File: src/rtl/mem_arb_pkg.sv
// Shared types for the I/D memory port arbiter: FSM states, grant encoding
// and the byte-to-word address shift.
package mem_arb_pkg;
    typedef enum logic [1:0] {IDLE, BUSY, DONE} state_t;
    typedef enum logic {GNT_I, GNT_D} grant_t;
    localparam int WORD_SHIFT = 2;
endpackage

File: src/rtl/rr_arbiter2.sv
// Two-requester round-robin grant: on a tie the port not granted last wins.
// last_grant only moves when the owning transaction completes (update strobe).
module rr_arbiter2
    import mem_arb_pkg::*;
(
    input  logic   clk,
    input  logic   rst_n,
    input  logic   req_i,
    input  logic   req_d,
    input  logic   update,
    input  grant_t upd_grant,
    output grant_t grant
);

    grant_t last_grant_reg;

    // Resetting to GNT_I lets the data port win the first tie.
    always_ff @(posedge clk or negedge rst_n) begin
        if (!rst_n) begin
            last_grant_reg <= GNT_I;
        end else if (update) begin
            last_grant_reg <= upd_grant;
        end
    end

    always_comb begin
        grant = GNT_I;
        if (req_i && req_d) begin
            grant = (last_grant_reg == GNT_I) ? GNT_D : GNT_I;
        end else if (req_d) begin
            grant = GNT_D;
        end
    end

endmodule

File: src/rtl/mem_port_arbiter.sv
// Shares one RAM between the instruction-fetch and load/store ports of the core,
// sequencing cs/we/oe around ram_done with a watchdog for a RAM that never answers.
module mem_port_arbiter
    import mem_arb_pkg::*;
#(
    parameter int DATA_W         = 32,
    parameter int ADDR_W         = 32,
    parameter int TIMEOUT_CYCLES = 64
) (
    input  logic              clk,
    input  logic              rst_n,
    input  logic              i_req,
    input  logic [ADDR_W-1:0] i_addr,
    output logic [DATA_W-1:0] i_rdata,
    output logic              i_done,
    input  logic              d_req,
    input  logic              d_we,
    input  logic [ADDR_W-1:0] d_addr,
    input  logic [DATA_W-1:0] d_wdata,
    output logic [DATA_W-1:0] d_rdata,
    output logic              d_done,
    output logic              err,
    output logic [ADDR_W-1:0] ram_addr,
    output logic [DATA_W-1:0] ram_din,
    input  logic [DATA_W-1:0] ram_dout,
    input  logic              ram_done,
    output logic              ram_cs,
    output logic              ram_we,
    output logic              ram_oe
);

    localparam int CNT_W = $clog2(TIMEOUT_CYCLES) + 1;
    localparam logic [CNT_W-1:0] CNT_LAST = CNT_W'(TIMEOUT_CYCLES - 1);

    state_t            state_reg;
    grant_t            gnt_reg;
    grant_t            grant;
    logic [CNT_W-1:0]  cnt_reg;
    logic [ADDR_W-1:0] ram_addr_reg;
    logic [DATA_W-1:0] ram_din_reg;
    logic              ram_cs_reg;
    logic              ram_we_reg;
    logic              ram_oe_reg;
    logic [DATA_W-1:0] i_rdata_reg;
    logic [DATA_W-1:0] d_rdata_reg;
    logic              i_done_reg;
    logic              d_done_reg;
    logic              err_reg;
    logic [ADDR_W-1:0] sel_addr;
    logic              sel_we;
    logic              arb_update;

    assign arb_update = (state_reg == BUSY) && ram_done;

    rr_arbiter2 u_arb (
        .clk       (clk),
        .rst_n     (rst_n),
        .req_i     (i_req),
        .req_d     (d_req),
        .update    (arb_update),
        .upd_grant (gnt_reg),
        .grant     (grant)
    );

    // The I port is read-only, so a write can only come from a D grant.
    always_comb begin
        sel_addr = (grant == GNT_D) ? d_addr : i_addr;
        sel_we   = (grant == GNT_D) && d_we;
    end

    always_ff @(posedge clk or negedge rst_n) begin
        if (!rst_n) begin
            state_reg    <= IDLE;
            gnt_reg      <= GNT_I;
            cnt_reg      <= '0;
            ram_addr_reg <= '0;
            ram_din_reg  <= '0;
            ram_cs_reg   <= 1'b0;
            ram_we_reg   <= 1'b0;
            ram_oe_reg   <= 1'b0;
            i_rdata_reg  <= '0;
            d_rdata_reg  <= '0;
            i_done_reg   <= 1'b0;
            d_done_reg   <= 1'b0;
            err_reg      <= 1'b0;
        end else begin
            i_done_reg <= 1'b0;
            d_done_reg <= 1'b0;
            err_reg    <= 1'b0;
            case (state_reg)
                IDLE: begin
                    if (i_req || d_req) begin
                        gnt_reg      <= grant;
                        ram_addr_reg <= sel_addr >> WORD_SHIFT;
                        ram_din_reg  <= d_wdata;
                        ram_cs_reg   <= 1'b1;
                        ram_we_reg   <= sel_we;
                        ram_oe_reg   <= !sel_we;
                        cnt_reg      <= '0;
                        state_reg    <= BUSY;
                    end
                end
                BUSY: begin
                    if (ram_done) begin
                        if (!ram_we_reg) begin
                            if (gnt_reg == GNT_D) begin
                                d_rdata_reg <= ram_dout;
                            end else begin
                                i_rdata_reg <= ram_dout;
                            end
                        end
                        i_done_reg <= (gnt_reg == GNT_I);
                        d_done_reg <= (gnt_reg == GNT_D);
                        ram_cs_reg <= 1'b0;
                        ram_we_reg <= 1'b0;
                        ram_oe_reg <= 1'b0;
                        state_reg  <= DONE;
                    end else if (cnt_reg == CNT_LAST) begin
                        // Abort: complete the requester with err, leave rdata alone.
                        i_done_reg <= (gnt_reg == GNT_I);
                        d_done_reg <= (gnt_reg == GNT_D);
                        err_reg    <= 1'b1;
                        ram_cs_reg <= 1'b0;
                        ram_we_reg <= 1'b0;
                        ram_oe_reg <= 1'b0;
                        state_reg  <= DONE;
                    end else begin
                        cnt_reg <= cnt_reg + 1'b1;
                    end
                end
                DONE: begin
                    state_reg <= IDLE;
                end
                default: begin
                    state_reg <= IDLE;
                end
            endcase
        end
    end

    assign i_rdata  = i_rdata_reg;
    assign d_rdata  = d_rdata_reg;
    assign i_done   = i_done_reg;
    assign d_done   = d_done_reg;
    assign err      = err_reg;
    assign ram_addr = ram_addr_reg;
    assign ram_din  = ram_din_reg;
    assign ram_cs   = ram_cs_reg;
    assign ram_we   = ram_we_reg;
    assign ram_oe   = ram_oe_reg;

endmodule

File: config.mk
export PLATFORM = sky130hd
export DESIGN_NAME = mem_port_arbiter
export DESIGN_NICKNAME = d
export VERILOG_FILES = /design/src/rtl/mem_arb_pkg.sv /design/src/rtl/rr_arbiter2.sv /design/src/rtl/mem_port_arbiter.sv
export SDC_FILE = /design/constraint.sdc
export NUM_CORES = 1
export LEC_CHECK = 0
export CAP_MARGIN = 20
export CORE_MARGIN = 3
export CORE_UTILIZATION = 42
export DETAILED_ROUTE_END_ITERATION = 16
export GPL_ROUTABILITY_DRIVEN = 0
export PLACE_DENSITY = 0.81
export SETUP_SLACK_MARGIN = 0.4
export SYNTH_ARGS = -nofsm -noshare
export SYNTH_HDL_FRONTEND = slang
export SYNTH_SLANG_ARGS = --single-unit
File: constraint.sdc
create_clock -name clk -period 2 [get_ports clk]
set_input_delay 0.4 -clock clk [delete_from_list [all_inputs] [get_ports clk]]
set_output_delay 0.4 -clock clk [all_outputs]
set_load 0.03 [all_outputs]
==> results.yml <==
setup_path:
  worst_ep_arrival_time_ps: 1160
  worstSetupPathType: "reg -> out"
  crit_chain: "clkdlybuf4s15_1"
  path_max_fanout: 2
  cp-start-kind: "flip-flop"
  slowest_stage: "clkdlybuf4s15_1"
  required_ps: 1600
  path_buf_inv: 1
  cp-end-kind: "primary output"
  slowest_delay_ps: 400
  r2r_slack_ps: 440
  crit_family: "buffers and inverters"
final_layout:
  nets: 887
  instances_no_fill: 939
  multi_input_area_um2: 2210
  fillerInstances: 962
  post-route-util: 0.685
  layout-drive-gt1-share: 0.228
  diodes: 0
  register_area_um2: 3580
  synthToLayoutAreaGrowth_pct: 55.9
clock_network:
  clock_latency_ps: 420
  cts_made_buffers: 17
  cts.sinks: 143
  clockBufferDepth: 2
  cts_tree: "done"
  cts.htree.levels: 4
  cts_root_buffer: "clkbuf_16"
  clkTransAtPathRegs_ps: 60
placed_design:
  hpwl_mm: 11.9
  place_inst: 905
  io_buffers: 261
die:
  die_h_um: 125
  fp-row-count: 42
  initial_core_util: 0.439
  die_w_um: 125
  core_area_um2: 13500
  die_area_um2: 15600
  io_pins: 268
synthesis:
  synth-seq-cells: 143
  synth-main-ff-cell: "dfrtp_1"
  synth_area_leaders: "dfrtp_1 60%, nand2_1 8.4%, mux2_4 7.6%"
  syn_inst: 479
  synth_async_sr_flop_share: 1.00
  synth_warnings: 0
  synth-edff-count: 0
  synth_top_area_frac: 0.603
  yosysSeqAreaShare: 0.603
  yosys-top-cells-count: "143 x dfrtp_1, 133 x nand2_1, 38 x o21ai_0"
  syn_area_per_cell_um2: 12.4
  synth.distinct_cells: 41
  synthesis.area_um2: 5930
  yosys.area.top_type: "dfrtp_1"
  yosysMostFrequentCell: "dfrtp_1"
global_routing:
  grt_pass1_wl_mm: 26.1
  gr-total-overflow: 0
  grt_start_max_net_pins: 58
  grt_antenna_before_repair: 0
  grt_pass1_vias: 4935
  grtUsageTotal: 0.211
timing:
  clock-skew-final_ps: 4.59
  slew_viol_final: 0
  layout_min_cycle_time_ps: 1560
  max_freq_mhz: 639
  finalSetupViolations: 0
  timing_hold_violations_final: 0
  setup_tns_ps: 0
  finalCritPeriodShare: 0.782
  slew_headroom: 0.654
  worst_hold_slack_ps: 466
  tightest_slew_ps: 519
  rsz0062_at_grt: "yes"
pwr:
  pwr_density_cell_nw_per_um2: 1730
  p_leak_nw: 4.39
  vdd_drop_max_mv: 0.667
routing:
  drt_iter0_drc: 299
  viasPerCell: 4.93
  ant_nets: 0
  post_drt_wl_per_cell_um: 17.2
  wirelength_mm: 16.1
  drt_pass1_iterations: 4
  drcViolationCount: 0
  via_count: 4632
min_path:
  hold_class: "reg -> reg"
outcome:
  outcome: "completed"
run:
  cap_violations: 0
==> layout make-up <==
| class | count | area share |
|---|---|---|
| clock buffers | 18 | 0.0475 |
| clock inverters | 12 | 0.0157 |
| inverters | 1 | 0.000406 |
| multi-input cells | 310 | 0.239 |
| flip-flops and latches | 143 | 0.387 |
| well taps | 176 | 0.0238 |
| repair buffers | 279 | 0.287 |
==> kinds of logic after synthesis <==
logic type               synth area share
flip-flops                          0.603
adder cells (fa/ha/maj)           0.00211
XOR/XNOR                          0.00148
multiplexers                        0.193
AO/OA/AOI/OAI                      0.0500
other                            0.000632
AND/OR/NAND/NOR                     0.117
buffers and inverters              0.0323
==> final timing paths <==
kind	start	endpoint	depth (start not counted)
max in group asynchronous	rst_n	ram_din[31]	3
min in group asynchronous	rst_n	i_rdata[7]	2
max reg2reg	state_reg[1]	i_rdata[7]	4
max	i_rdata[9]	i_rdata[9]	1
min	ram_din[13]	ram_din[13]	2
min reg2reg	ram_din[13]	ram_din[13]	2
==> worst reg2reg max path, cell delays in order, from the launching register on <==
cell,delay [ps]
dfrtp_1,450
nand3b_4,210
nor3_4,160
buf_12,230
mux2_2,390
==> cell usage in the layout (no fill, tap or decap), drive strengths merged <==
| cell type | synthesis | final |
|---|---|---|
| nand2 | 134 | 134 |
| clkdlybuf4s15 | 0 | 81 |
| ha | 1 | 1 |
| or2b | 1 | 1 |
| a22o | 1 | 1 |
| buf | 23 | 18 |
| nor4b | 1 | 1 |
| dlygate4sd3 | 0 | 1 |
| dfrtp | 143 | 143 |
| conb | 1 | 2 |
| nor2b | 2 | 2 |
| a31oi | 1 | 1 |
| and2 | 2 | 2 |
| xnor2 | 1 | 1 |
| nand3b | 1 | 1 |
| and3 | 2 | 2 |
| dlygate4sd2 | 0 | 13 |
| mux2i | 30 | 30 |
| clkbuf | 3 | 56 |
| nor2 | 5 | 5 |
| inv | 1 | 1 |
| bufinv | 0 | 3 |
| a21oi | 2 | 2 |
| nand2b | 1 | 1 |
| o221ai | 1 | 1 |
| a31o | 1 | 1 |
| nor3b | 1 | 1 |
| mux2 | 65 | 65 |
| or2 | 1 | 1 |
| nor3 | 3 | 3 |
| o21ai | 38 | 38 |
| and2b | 1 | 1 |
| clkinvlp | 0 | 4 |
| o31ai | 5 | 5 |
| a21boi | 2 | 2 |
| clkdlybuf4s50 | 0 | 128 |
| nand3 | 4 | 4 |
| a21o | 1 | 1 |
| clkinv | 0 | 5 |
==> layer usage <==
metal	share of wire	GRT usage	routed length, um
met2	0.50	0.354	8080
met4	0.024	0.0848	380
met5	0	0	0
met1	0.39	0.245	6290
met3	0.086	0.0780	1390
==> timing repair <==
item | in CTS | in global routing
pin swaps | 2 | 2
hold endpoints to repair | 50 | 0
setup buffers | 1 | 2
resized for setup | 194 | 110
setup endpoints to repair | 136 | 133
hold buffers | 1 | 0
==> where the power goes <==
part	leakage [nW]	total, mW	internal [mW]	switching [mW]
logic	2.37	7.74	3.02	4.72
clock network	0.279	3.14	1.96	1.18
registers	1.75	5.10	4.28	0.829
==> metrics by stage <==
stage	power [mW]	instance area [um2]	worst slack, ps
after floorplan	9.97	5940	514
after global placement	13.5	8800	32.3
after detailed placement	13.7	8800	-46.9
after CTS	16.1	9330	262
after global routing	16.8	9250	379
final	16.0	9250	435
Note: power is estimated with default switching activity, not from simulation.
